File: src/rtl/key_event_decoder.sv
// Turns a debounced key level into press/release/long-press/auto-repeat strobes,
// plus a held flag and a wrapping press counter. All outputs registered.
module key_event_decoder #(
    parameter bit KEY_ACTIVE_LOW    = 1'b1,
    parameter int LONG_PRESS_CYCLES = 50_000_000,
    parameter int REPEAT_CYCLES     = 10_000_000,
    parameter int CNT_W             = 8
) (
    input  logic             clk_i,
    input  logic             srst_i,
    input  logic             key_i,
    output logic             press_stb_o,
    output logic             release_stb_o,
    output logic             long_press_stb_o,
    output logic             repeat_stb_o,
    output logic             hold_o,
    output logic [CNT_W-1:0] press_cnt_o
);

    localparam int MAX_C = (LONG_PRESS_CYCLES > REPEAT_CYCLES) ? LONG_PRESS_CYCLES : REPEAT_CYCLES;
    localparam int CW    = $clog2(MAX_C + 1);
    localparam bit REP_EN = (REPEAT_CYCLES != 0);
    localparam logic [CW-1:0] LONG_LAST = CW'(LONG_PRESS_CYCLES - 1);
    localparam logic [CW-1:0] REP_LAST  = CW'(REP_EN ? REPEAT_CYCLES - 1 : 0);

    typedef enum logic [1:0] {IDLE, PRESSED, HELD} state_t;

    state_t          state_q, state_d;
    logic [CW-1:0]   cnt_q, cnt_d;
    logic            pressed, pressed_q, rise, fall;
    logic            press_d, release_d, long_d, repeat_d;
    logic [CNT_W-1:0] press_cnt_d;

    assign pressed = key_i ^ KEY_ACTIVE_LOW;
    assign rise    = pressed & ~pressed_q;
    assign fall    = ~pressed & pressed_q;

    // Sampled through reset so a key held across reset never looks like a new press.
    always_ff @(posedge clk_i) begin
        pressed_q <= pressed;
    end

    always_ff @(posedge clk_i) begin
        if (srst_i) begin
            state_q          <= IDLE;
            cnt_q            <= '0;
            press_cnt_o      <= '0;
            press_stb_o      <= 1'b0;
            release_stb_o    <= 1'b0;
            long_press_stb_o <= 1'b0;
            repeat_stb_o     <= 1'b0;
            hold_o           <= 1'b0;
        end else begin
            state_q          <= state_d;
            cnt_q            <= cnt_d;
            press_cnt_o      <= press_cnt_d;
            press_stb_o      <= press_d;
            release_stb_o    <= release_d;
            long_press_stb_o <= long_d;
            repeat_stb_o     <= repeat_d;
            hold_o           <= (state_d != IDLE);
        end
    end

    always_comb begin
        state_d = state_q;
        cnt_d   = cnt_q;
        case (state_q)
            IDLE: begin
                if (rise) begin
                    state_d = PRESSED;
                    cnt_d   = '0;
                end
            end
            PRESSED: begin
                if (fall) begin
                    state_d = IDLE;
                end else if (cnt_q == LONG_LAST) begin
                    state_d = HELD;
                    cnt_d   = '0;
                end else begin
                    cnt_d = cnt_q + 1'b1;
                end
            end
            HELD: begin
                if (fall) begin
                    state_d = IDLE;
                end else if (REP_EN) begin
                    cnt_d = (cnt_q == REP_LAST) ? '0 : cnt_q + 1'b1;
                end
            end
            default: state_d = IDLE;
        endcase
    end

    // A release on the same edge as a threshold suppresses the long/repeat strobe.
    always_comb begin
        press_d     = (state_q == IDLE) & rise;
        release_d   = (state_q != IDLE) & fall;
        long_d      = (state_q == PRESSED) & ~fall & (cnt_q == LONG_LAST);
        repeat_d    = REP_EN & (state_q == HELD) & ~fall & (cnt_q == REP_LAST);
        press_cnt_d = press_cnt_o + CNT_W'(press_d);
    end

endmodule

File: config.mk
export PLATFORM = sky130hd
export DESIGN_NAME = key_event_decoder
export DESIGN_NICKNAME = d
export VERILOG_FILES = /design/src/rtl/key_event_decoder.sv
export SDC_FILE = /design/constraint.sdc
export NUM_CORES = 1
export LEC_CHECK = 0
export CAP_MARGIN = 20
export CORE_UTILIZATION = 61
export DETAILED_ROUTE_END_ITERATION = 8
export GPL_ROUTABILITY_DRIVEN = 0
export PLACE_DENSITY = 0.83
export SLEW_MARGIN = 10
export SYNTH_ARGS = -nofsm -noshare
export SYNTH_HDL_FRONTEND = slang
export SYNTH_SLANG_ARGS = --single-unit
File: constraint.sdc
create_clock -name clk_i -period 5 [get_ports clk_i]
set_input_delay 1.25 -clock clk_i [delete_from_list [all_inputs] [get_ports clk_i]]
set_output_delay 1.25 -clock clk_i [all_outputs]
set_load 0.05 [all_outputs]
==> After elaboration in Yosys (flattened, before gate mapping) <==
Index checks and enable logic that the tools add are counted.
{ "op_classes": {"reduce_logical": 5, "add_sub_neg": 2, "eq_ne": 7, "n_bitwise": 11, "n_mux": 11} }
{ "ops": {"columns": ["op", "n"], "rows": [
  ["two-way mux 26 bit", 5],
  ["case mux 26 bit (3 select lines)", 1],
  ["adder 26 x 1 -> 26 bit, second input constant", 1],
  ["equality test 26 x 24 -> 1 bit, second input constant", 1],
  ["equality test 26 bit, second input constant", 1],
  ["adder 8 x 1 -> 8 bit", 1],
  ["AND 1 bit", 8],
  ["two-way mux 2 bit", 4],
  ["!= test 2 bit, second input constant", 3],
  ["case mux 2 bit (3 select lines)", 1],
  ["AND reduction 4 bit", 1],
  ["nonzero test 2 bit", 2],
  ["NOT 1 bit", 3],
  ["nonzero test 3 bit", 1],
  ["equality test 2 x 1 -> 1 bit, second input constant", 1],
  ["equality test 2 bit, second input constant", 1],
  ["zero test 2 bit", 1]
]} }
{ "word_totals": {"wordCells": 45, "reg_bits": 42, "in_bits": 3} }

==> Logic depth before layout (Yosys ltp) <==
Gate-level depths: netlist (run 1).
{ "depth": {"word_depth": 5, "mapped_depth": 9, "mapped_depth_nobuf": 9} }

==> Worst setup path before layout (run 1) <==
OpenSTA, ideal clock, no wires.
{ "synth_path": {"kind": "input -> register", "startpoint": "input key_i", "endpoint": "register cnt_q[21]", "setup_slack_ns": 2.401, "path_buffers": 0, "setup_ns": 0.114, "arrival_ns": 2.484, "stages": 6, "cell_sequence": "nor2_1 mux2i_2 nor4_1 nand3_1 xor2_1 nor2_1"} }
{ "synth_via": {"elab_chain_cells": 4} }
{ "synth_rtl": {"columns": ["item", "line", "text"], "rows": [
  ["from (decl)", "11", "input logic key_i,"],
  ["NOT 1 bit (no source line)", null, null],
  ["AND 1 bit", "35", "assign rise = pressed & ~pressed_q;"],
  ["!= test 2 bit (no source line)", null, null],
  ["AND reduction 4 bit (no source line) (*)", null, null],
  ["to (signal assigned)", "55", "cnt_q <= cnt_d;"],
  ["to (decl)", "29", "logic [CW-1:0] cnt_q, cnt_d;"]
]} }
Mark *: on every way between the ends. The rest lies on a longest branch, timed or not.
A chain may end at the register's enable or synchronous reset.

==> Worst setup path in the final report (run 1) <==
{ "layout_path": {"startpoint": "input key_i", "endpoint": "register cnt_q[19]"} }
The elaborated chain is that of the path after synthesis.

==> results.txt, run 1 <==
----------------------------------------------------
[Critical path]
  WP data arrival ... 3.34 ns
  Crit path max fanout ... 17
  Critical path's most frequent cell ... sky130_fd_sc_hd__nor2_1
  Crit path largest cell delay ... 0.69 ns
  Worst setup path category ... input pin to flop
  Crit path capture type ... flop
  Type of element launching the critical path ... input pin
  Cell at the slowest stage of the critical path ... sky130_fd_sc_hd__nor4_1
  CP Cell Sequence ... clkdlybuf4s50_1 > nor2_1 > mux2i_2 > nor4_1 > nand3_1 > xor2_1 > nor2_1
  Worst endpoint required time ... 5.24 ns

[STA]
  Fin. max-slew vios ... 0
  Aggregate negative setup slack ... 0 ns
  Setup-violating endpoint count in the final report ... 0
  Tightest Pin Transition ... 0.891 ns
  Normalized max-slew margin ... 0.394
  Setup repair after global routing missed its margin ... no
  Post-route minimum period ... 3.10 ns
  Top achievable clock speed ... 322 MHz
  Final clock period utilization by the worst path ... 0.620
  Hold Fails Final Rpt ... 0
  Clock Skews ... 0.0111 ns
  Hold Slack ... 0.498 ns

[Final layout]
  ANT cells ... 0
  Area Growth Syn to Fin ... 14.1%
  Post-layout instance count excluding filler cells ... 296
  Layout Nets ... 261
  Number of fill cells in the layout ... 250
  Final design instance area without fill ... 2310 sq um
  Fraction of final layout cells sized beyond drive strength 1 ... 0.0595

[CTS]
  Number of setup buffers added after CTS ... 0
  Post-cts repair resize count ... 0
  H-tree level count ... 2
  CTS tree ... done
  Buffer cell driving the clock tree root ... sky130_fd_sc_hd__clkbuf_4
  Clock net sink count ... 42
  CTS buffer count ... 5
  Clock transition at the registers of the reported paths ... 0.12 ns
  Clock latency of the later-clocked register in the worst-skew pair ... 0.35 ns
  Number of hold buffers added after cts ... 0
  Clock Path Buffers ... 2

[Global route]
  Total gr overflow ... 0
  Number of global-route vias before repair ... 1411
  First-pass GRT wire length ... 6.27 mm
  Largest net degree at the start of global routing ... 23
  Antenna violations before repair ... 0
  Global Route Usage Sum ... 0.236

[Placement]
  Inst Count DP ... 288
  Cell Area, Placed ... 2200 sq um
  Port-buffer cells ... 15
  Post-DP HPWL ... 2.59 mm

[Pwr]
  P per Cell Area ... 286 nW/um^2
  Leakage ... 0.803 nW
  Maximum resistive drop on vdd ... 203 uV
  Post-layout total power ... 0.000662 W
  Switching share of total power ... 0.211
  Clock share of power ... 0.418
  Switch Pwr ... 0.000140 W
  Cell Int Power ... 0.000522 W
  Seq pwr share ... 0.514
  Share of power burned in combinational logic ... 0.068

[Status]
  Run status ... completed

[Route]
  Final wirelength ... 3.66 mm
  1st-iter DRT viols ... 145
  Remaining antenna violation count ... 0
  Average vias per placed instance ... 5.55
  Post-route DRC ... 0
  Avg WL per Cell ... 12.4 um
  Number of iterations in the first detailed-routing pass ... 4
  Vias ... 1643

[Synthesis]
  Gate count of the mapped netlist ... 234
  Cell types occupying the most area after synthesis ... sky130_fd_sc_hd__dfxtp_1, sky130_fd_sc_hd__nor2_1, sky130_fd_sc_hd__xnor2_1, sky130_fd_sc_hd__xor2_1, sky130_fd_sc_hd__ha_1
  Number of synthesized register bits ... 42
  Count of distinct cell types in the synthesized netlist ... 41
  Proportion of synthesized chip area in sequential cells ... 0.415
  Mapped Avg Cell Area ... 8.67 sq um
  Mux contribution to synthesized area ... 0.00679
  Xor/xnor share of the synthesized area ... 0.0993
  Yosys top cell area share ... 0.415
  Post-synthesis compound-gate area fraction ... 0.0919
  YS warnings ... 0
  Main combinational cell family by area after synthesis ... simple AND/OR/NAND/NOR gates
  Synth Cell Area ... 2030 sq um
  Mapped Nets ... 244
  Post-Synth Simple-Gate Area ... 0.305
  Area leader, netlist ... sky130_fd_sc_hd__dfxtp_1
  Adder and majority gate portion of the synthesized area ... 0.0432

[Floorplanning]
  Die Width ... 59.7 um
  Core region area ... 3100 sq um
  Total die area ... 3560 sq um
  Placement Rows ... 20
  Die outline height ... 59.7 um
  Initial cell density of the core ... 0.654
  I/O pin total ... 16

[Job]
  Maximum capacitance violations ... 0

[Hold path]
  Class of the most critical hold timing path ... flop to flop

----------------------------------------------------
critical path: cells and delay by family:
kind          cells  cell delay (ns)
mux               1             0.30
xor+xnor          1             0.16
buf+inv           1             0.47
simple gates      4             1.16
logic make-up after synthesis:
kind of cell / Yosys count
flip-flops: 42
XOR/XNOR: 23
multiplexers: 1
AO/OA/AOI/OAI: 25
AND/OR/NAND/NOR: 119
adder cells (fa/ha/maj): 7
buffers and inverters: 17
routing by layer:
layer	vias up	GRT usage	part of all wire
li1	852	-	-
met1	760	0.327	0.49
met2	24	0.365	0.46
met3	7	0.0519	0.034
met4	0	0.0797	0.015
met5	-	0	0
synth_stat cells (all sizes together):
cell and instances:
and2 2, and3 6, xor2 11, or4 1, clkbuf 2, nor2 35, a21oi 3, nand3 14
mux2i 1, nor2b 2, a31oi 5, nand2b 5, dfxtp 42, o22ai 4, nor4 2, nor3 8
o41ai 1, or3 1, nand3b 1, nor4b 4, o211ai 2, inv 11, nand4bb 1, a2bb2oi 1
a21boi 1, buf 4, nand4 8, o21ai 6, and3b 1, o31ai 1, nand2 22, o311ai 1
xnor2 12, ha 7, and4 4, and4b 1, nor4bb 1
power by group through the flow:
stage	Combinational [W]	Clock (W)	Sequential, W
2_1_floorplan	0.0000261	0	0.000356
3_3_place_gp	0.0000443	0	0.000348
3_5_place_dp	0.0000448	0	0.000348
4_1_cts	0.0000452	0.000280	0.000341
5_1_grt	0.0000494	0.000292	0.000341
6_report	0.0000447	0.000277	0.000341
sequential cells by signal, indices dropped and copies added (netlist names):
register	count
state_q	2
long_press_stb_o	1
release_stb_o	1
repeat_stb_o	1
press_stb_o	1
pressed_q	1
hold_o	1
press_cnt_o	8
cnt_q	26
layout by cell type, fill, tap and decap left out, types with 2 or more instances in the layout:
cell type and instances:
sky130_fd_sc_hd__dfxtp_1 42, sky130_fd_sc_hd__nor2_1 35, sky130_fd_sc_hd__nand2_1 22, sky130_fd_sc_hd__clkdlybuf4s50_1 15, sky130_fd_sc_hd__nand3_1 14, sky130_fd_sc_hd__xnor2_1 12, sky130_fd_sc_hd__inv_1 11, sky130_fd_sc_hd__xor2_1 11
sky130_fd_sc_hd__nand4_1 8, sky130_fd_sc_hd__nor3_1 8, sky130_fd_sc_hd__ha_1 7, sky130_fd_sc_hd__and3_1 6, sky130_fd_sc_hd__o21ai_0 5, sky130_fd_sc_hd__a31oi_1 5, sky130_fd_sc_hd__nand2b_1 5, sky130_fd_sc_hd__clkbuf_4 5
sky130_fd_sc_hd__and4_1 4, sky130_fd_sc_hd__o22ai_1 4, sky130_fd_sc_hd__nor4b_1 3, sky130_fd_sc_hd__a21oi_1 3, sky130_fd_sc_hd__o211ai_1 2, sky130_fd_sc_hd__and2_1 2, sky130_fd_sc_hd__nor4_1 2, sky130_fd_sc_hd__nor2b_1 2
sky130_fd_sc_hd__bufinv_16 2
final timing paths:
kind	slack, ns	from	cells past startpoint	endpoint
worst max-delay path	1.90	key_i	7	cnt_q[19]
worst min register to register	0.50	cnt_q[1]	2	cnt_q[1]
worst min-delay path	0.50	cnt_q[1]	2	cnt_q[1]
worst max register to register	2.55	cnt_q[0]	7	cnt_q[10]
stage by stage:
stage,utilization,worst slack [ns]
2_1_floorplan,-,2.40
3_3_place_gp,0.710,1.59
3_5_place_dp,0.710,1.50
4_1_cts,0.746,1.89
5_1_grt,0.746,1.63
6_report,0.746,1.90
cell type report:
type	count	area, sq um	share of cell area
Timing Repair Buffer	16	158	0.0681
Clock inverter	2	60.1	0.0260
Multi-Input combinational cell	175	1110	0.479
Clock buffer	6	51.3	0.0222
Inverter	11	41.3	0.0178
Sequential cell	42	841	0.363
Tap cell	44	55.1	0.0238
No activity file was read; power rests on OpenSTA's default activity.
==> run 2: changes to the inputs <==
--- a/config.mk
+++ b/config.mk
@@ -6,10 +6,10 @@
 export NUM_CORES = 1
 export LEC_CHECK = 0
 export CAP_MARGIN = 20
-export CORE_UTILIZATION = 61
+export CORE_UTILIZATION = 51
 export DETAILED_ROUTE_END_ITERATION = 8
 export GPL_ROUTABILITY_DRIVEN = 0
-export PLACE_DENSITY = 0.83
+export PLACE_DENSITY = 0.74
 export SLEW_MARGIN = 10
 export SYNTH_ARGS = -nofsm -noshare
 export SYNTH_HDL_FRONTEND = slang
==> constraint.sdc (replaced) <==
create_clock -name clk_i -period 2.6 [get_ports clk_i]
set_input_delay 0.65 -clock clk_i [delete_from_list [all_inputs] [get_ports clk_i]]
set_output_delay 0.65 -clock clk_i [all_outputs]
set_load 0.05 [all_outputs]
==> results.txt, run 2 (same netlist as run 1, synthesis figures left out) <==
----------------------------------------------------
[Route]
  Avg WL per Cell ... 13.1 um
  Number of iterations in the first detailed-routing pass ... 4
  1st-iter DRT viols ... 116
  Post-route DRC ... 0
  Remaining antenna violation count ... 0
  Vias ... 1667
  Final wirelength ... 3.99 mm
  Average vias per placed instance ... 5.47

[Placement]
  Port-buffer cells ... 15
  Cell Area, Placed ... 2260 sq um
  Post-DP HPWL ... 2.80 mm

[CTS]
  Clock latency of the later-clocked register in the worst-skew pair ... 0.30 ns
  Clock transition at the registers of the reported paths ... 0.08 ns
  Clock net sink count ... 42
  Number of setup buffers added after CTS ... 0
  Number of hold buffers added after cts ... 0
  Post-cts repair resize count ... 0
  CTS tree ... done
  Clock Path Buffers ... 2
  CTS buffer count ... 5
  Buffer cell driving the clock tree root ... sky130_fd_sc_hd__clkbuf_8
  H-tree level count ... 2

[Hold path]
  Worst hold path cell count ... 2
  Launch instance of the worst min-delay path ... cnt_q[1]
  Class of the most critical hold timing path ... flop to flop
  Terminating pin of the worst hold path ... cnt_q[1]

[STA]
  Clock Skews ... 0.00954 ns
  Setup repair after global routing missed its margin ... no
  Final clock period utilization by the worst path ... 0.894
  Normalized max-slew margin ... 0.658
  Setup-violating endpoint count in the final report ... 0
  Top achievable clock speed ... 430 MHz
  Tightest Pin Transition ... 0.512 ns
  Fin. max-slew vios ... 0
  Aggregate negative setup slack ... 0 ns
  Post-route minimum period ... 2.32 ns
  Hold Fails Final Rpt ... 0

[Critical path]
  Worst R2R Path Depth ... 8
  Kind of cell adding the most delay to the critical path ... compound AO/OA/AOI/OAI gates
  Crit path capture type ... flop
  Terminus of the critical flop-to-flop path ... cnt_q[4]
  Number of buffers and inverters on the critical path ... 1
  Number of cells on the critical path ... 8
  Type of element launching the critical path ... flop
  CP Cell Sequence ... ha_1 > and4_1 > nand4_1 > o41ai_2 > a21boi_2 > buf_4 > a31oi_1 > o22ai_1
  Worst-case register-to-register setup slack ... 0.28 ns
  Startpoint of the lowest-slack register-to-register path ... cnt_q[0]
  Worst setup path category ... flop to flop
  WP data arrival ... 2.50 ns
  Cell at the slowest stage of the critical path ... sky130_fd_sc_hd__o41ai_2
  Worst endpoint required time ... 2.78 ns
  Crit path largest cell delay ... 0.48 ns
  Crit path max fanout ... 11

[Floorplanning]
  I/O pin total ... 16
  Total die area ... 4230 sq um
  Die Width ... 65.1 um
  Placement Rows ... 22
  Core region area ... 3740 sq um
  Die outline height ... 65.1 um
  Initial cell density of the core ... 0.542

[Global route]
  Antenna violations before repair ... 0
  Total gr overflow ... 0
  Number of global-route vias before repair ... 1560
  First-pass GRT wire length ... 6.95 mm
  Largest net degree at the start of global routing ... 22
  Global Route Usage Sum ... 0.213

[Final layout]
  Fraction of final layout cells sized beyond drive strength 1 ... 0.0778
  Number of flip-flops under the largest register name ... 26
  Registers with the highest flip-flop counts ... cnt_q: 26 flops, press_cnt_o: 8 flops, state_q: 2 flops
  ANT cells ... 0
  Commonest cells after routing, fill and taps aside ... sky130_fd_sc_hd__dfxtp_1, sky130_fd_sc_hd__nor2_1, sky130_fd_sc_hd__nand2_1
  Most frequent standard cell in the layout excluding fill and tap cells ... sky130_fd_sc_hd__dfxtp_1
  Largest reg by FF count ... cnt_q
  Layout Nets ... 266
  Area Growth Syn to Fin ... 16.7%
  Final design instance area without fill ... 2370 sq um

[Job]
  Maximum capacitance violations ... 0

[Pwr]
  Maximum resistive drop on vdd ... 432 uV
  Post-layout total power ... 0.00126 W
  Leakage ... 0.832 nW
  P per Cell Area ... 533 nW/um^2

[Status]
  Run status ... completed

----------------------------------------------------
-- run 2: changes by cell type in the layout (fill, tap and decap cells not counted) --
cell	previous run	this run
sky130_fd_sc_hd__clkinv_2	0	2
sky130_fd_sc_hd__clkbuf_4	5	0
sky130_fd_sc_hd__clkbuf_8	1	5
sky130_fd_sc_hd__buf_12	0	1
sky130_fd_sc_hd__buf_4	1	5
sky130_fd_sc_hd__bufinv_16	2	1
-- run 2: power by group --
part,switching [W],internal (W),total (W)
registers,0.00000470,0.000649,0.000654
clock network,0.000228,0.000283,0.000511
logic,0.0000594,0.0000365,0.0000959
total,0.000292,0.000969,0.00126
-- run 2: final cells by class --
cell class / instances / area (sq um)
clock buffer: 5 / 68.8
timing repair buffer: 21 / 208
fill: 342 / 1380
inverter: 11 / 41.3
sequential: 42 / 841
clock inverter: 3 / 40.0
tap: 48 / 60.1
multi-input combinational: 175 / 1110
-- run 2: stage by stage --
stage	util	setup WS (ns)	hold slack, ns	cells
after CTS	0.632	0.295	0.491	305
final	0.632	0.276	0.488	305
after floorplan	-	0.601	0.458	234
after global routing	0.632	0.147	0.520	305
after global placement	0.603	0.211	0.476	297
after detailed placement	0.603	0.161	0.480	297
-- run 2: worst min-delay path: cells and delay by family (launching register included) --
family	cells	cell delay, ns
compound gates	1	0.05
flops	1	0.33
simple gates	1	0.06
-- run 2: layer usage --
| layer | GRT usage | wire length, um |
|---|---|---|
| met4 | 0.0652 | 50 |
| met2 | 0.353 | 1820 |
| met1 | 0.274 | 1990 |
| met3 | 0.0475 | 127 |
| met5 | 0 | 0 |
-- run 2: worst max-delay path by stage --
stage	startpoint	endpoint	slack [ns]
2_1_floorplan	key_i	cnt_q[21]	0.60
3_3_place_gp	key_i	cnt_q[24]	0.21
3_5_place_dp	key_i	cnt_q[24]	0.16
4_1_cts	cnt_q[0]	cnt_q[4]	0.30
5_1_grt	cnt_q[0]	cnt_q[3]	0.15
6_report	cnt_q[0]	cnt_q[4]	0.28
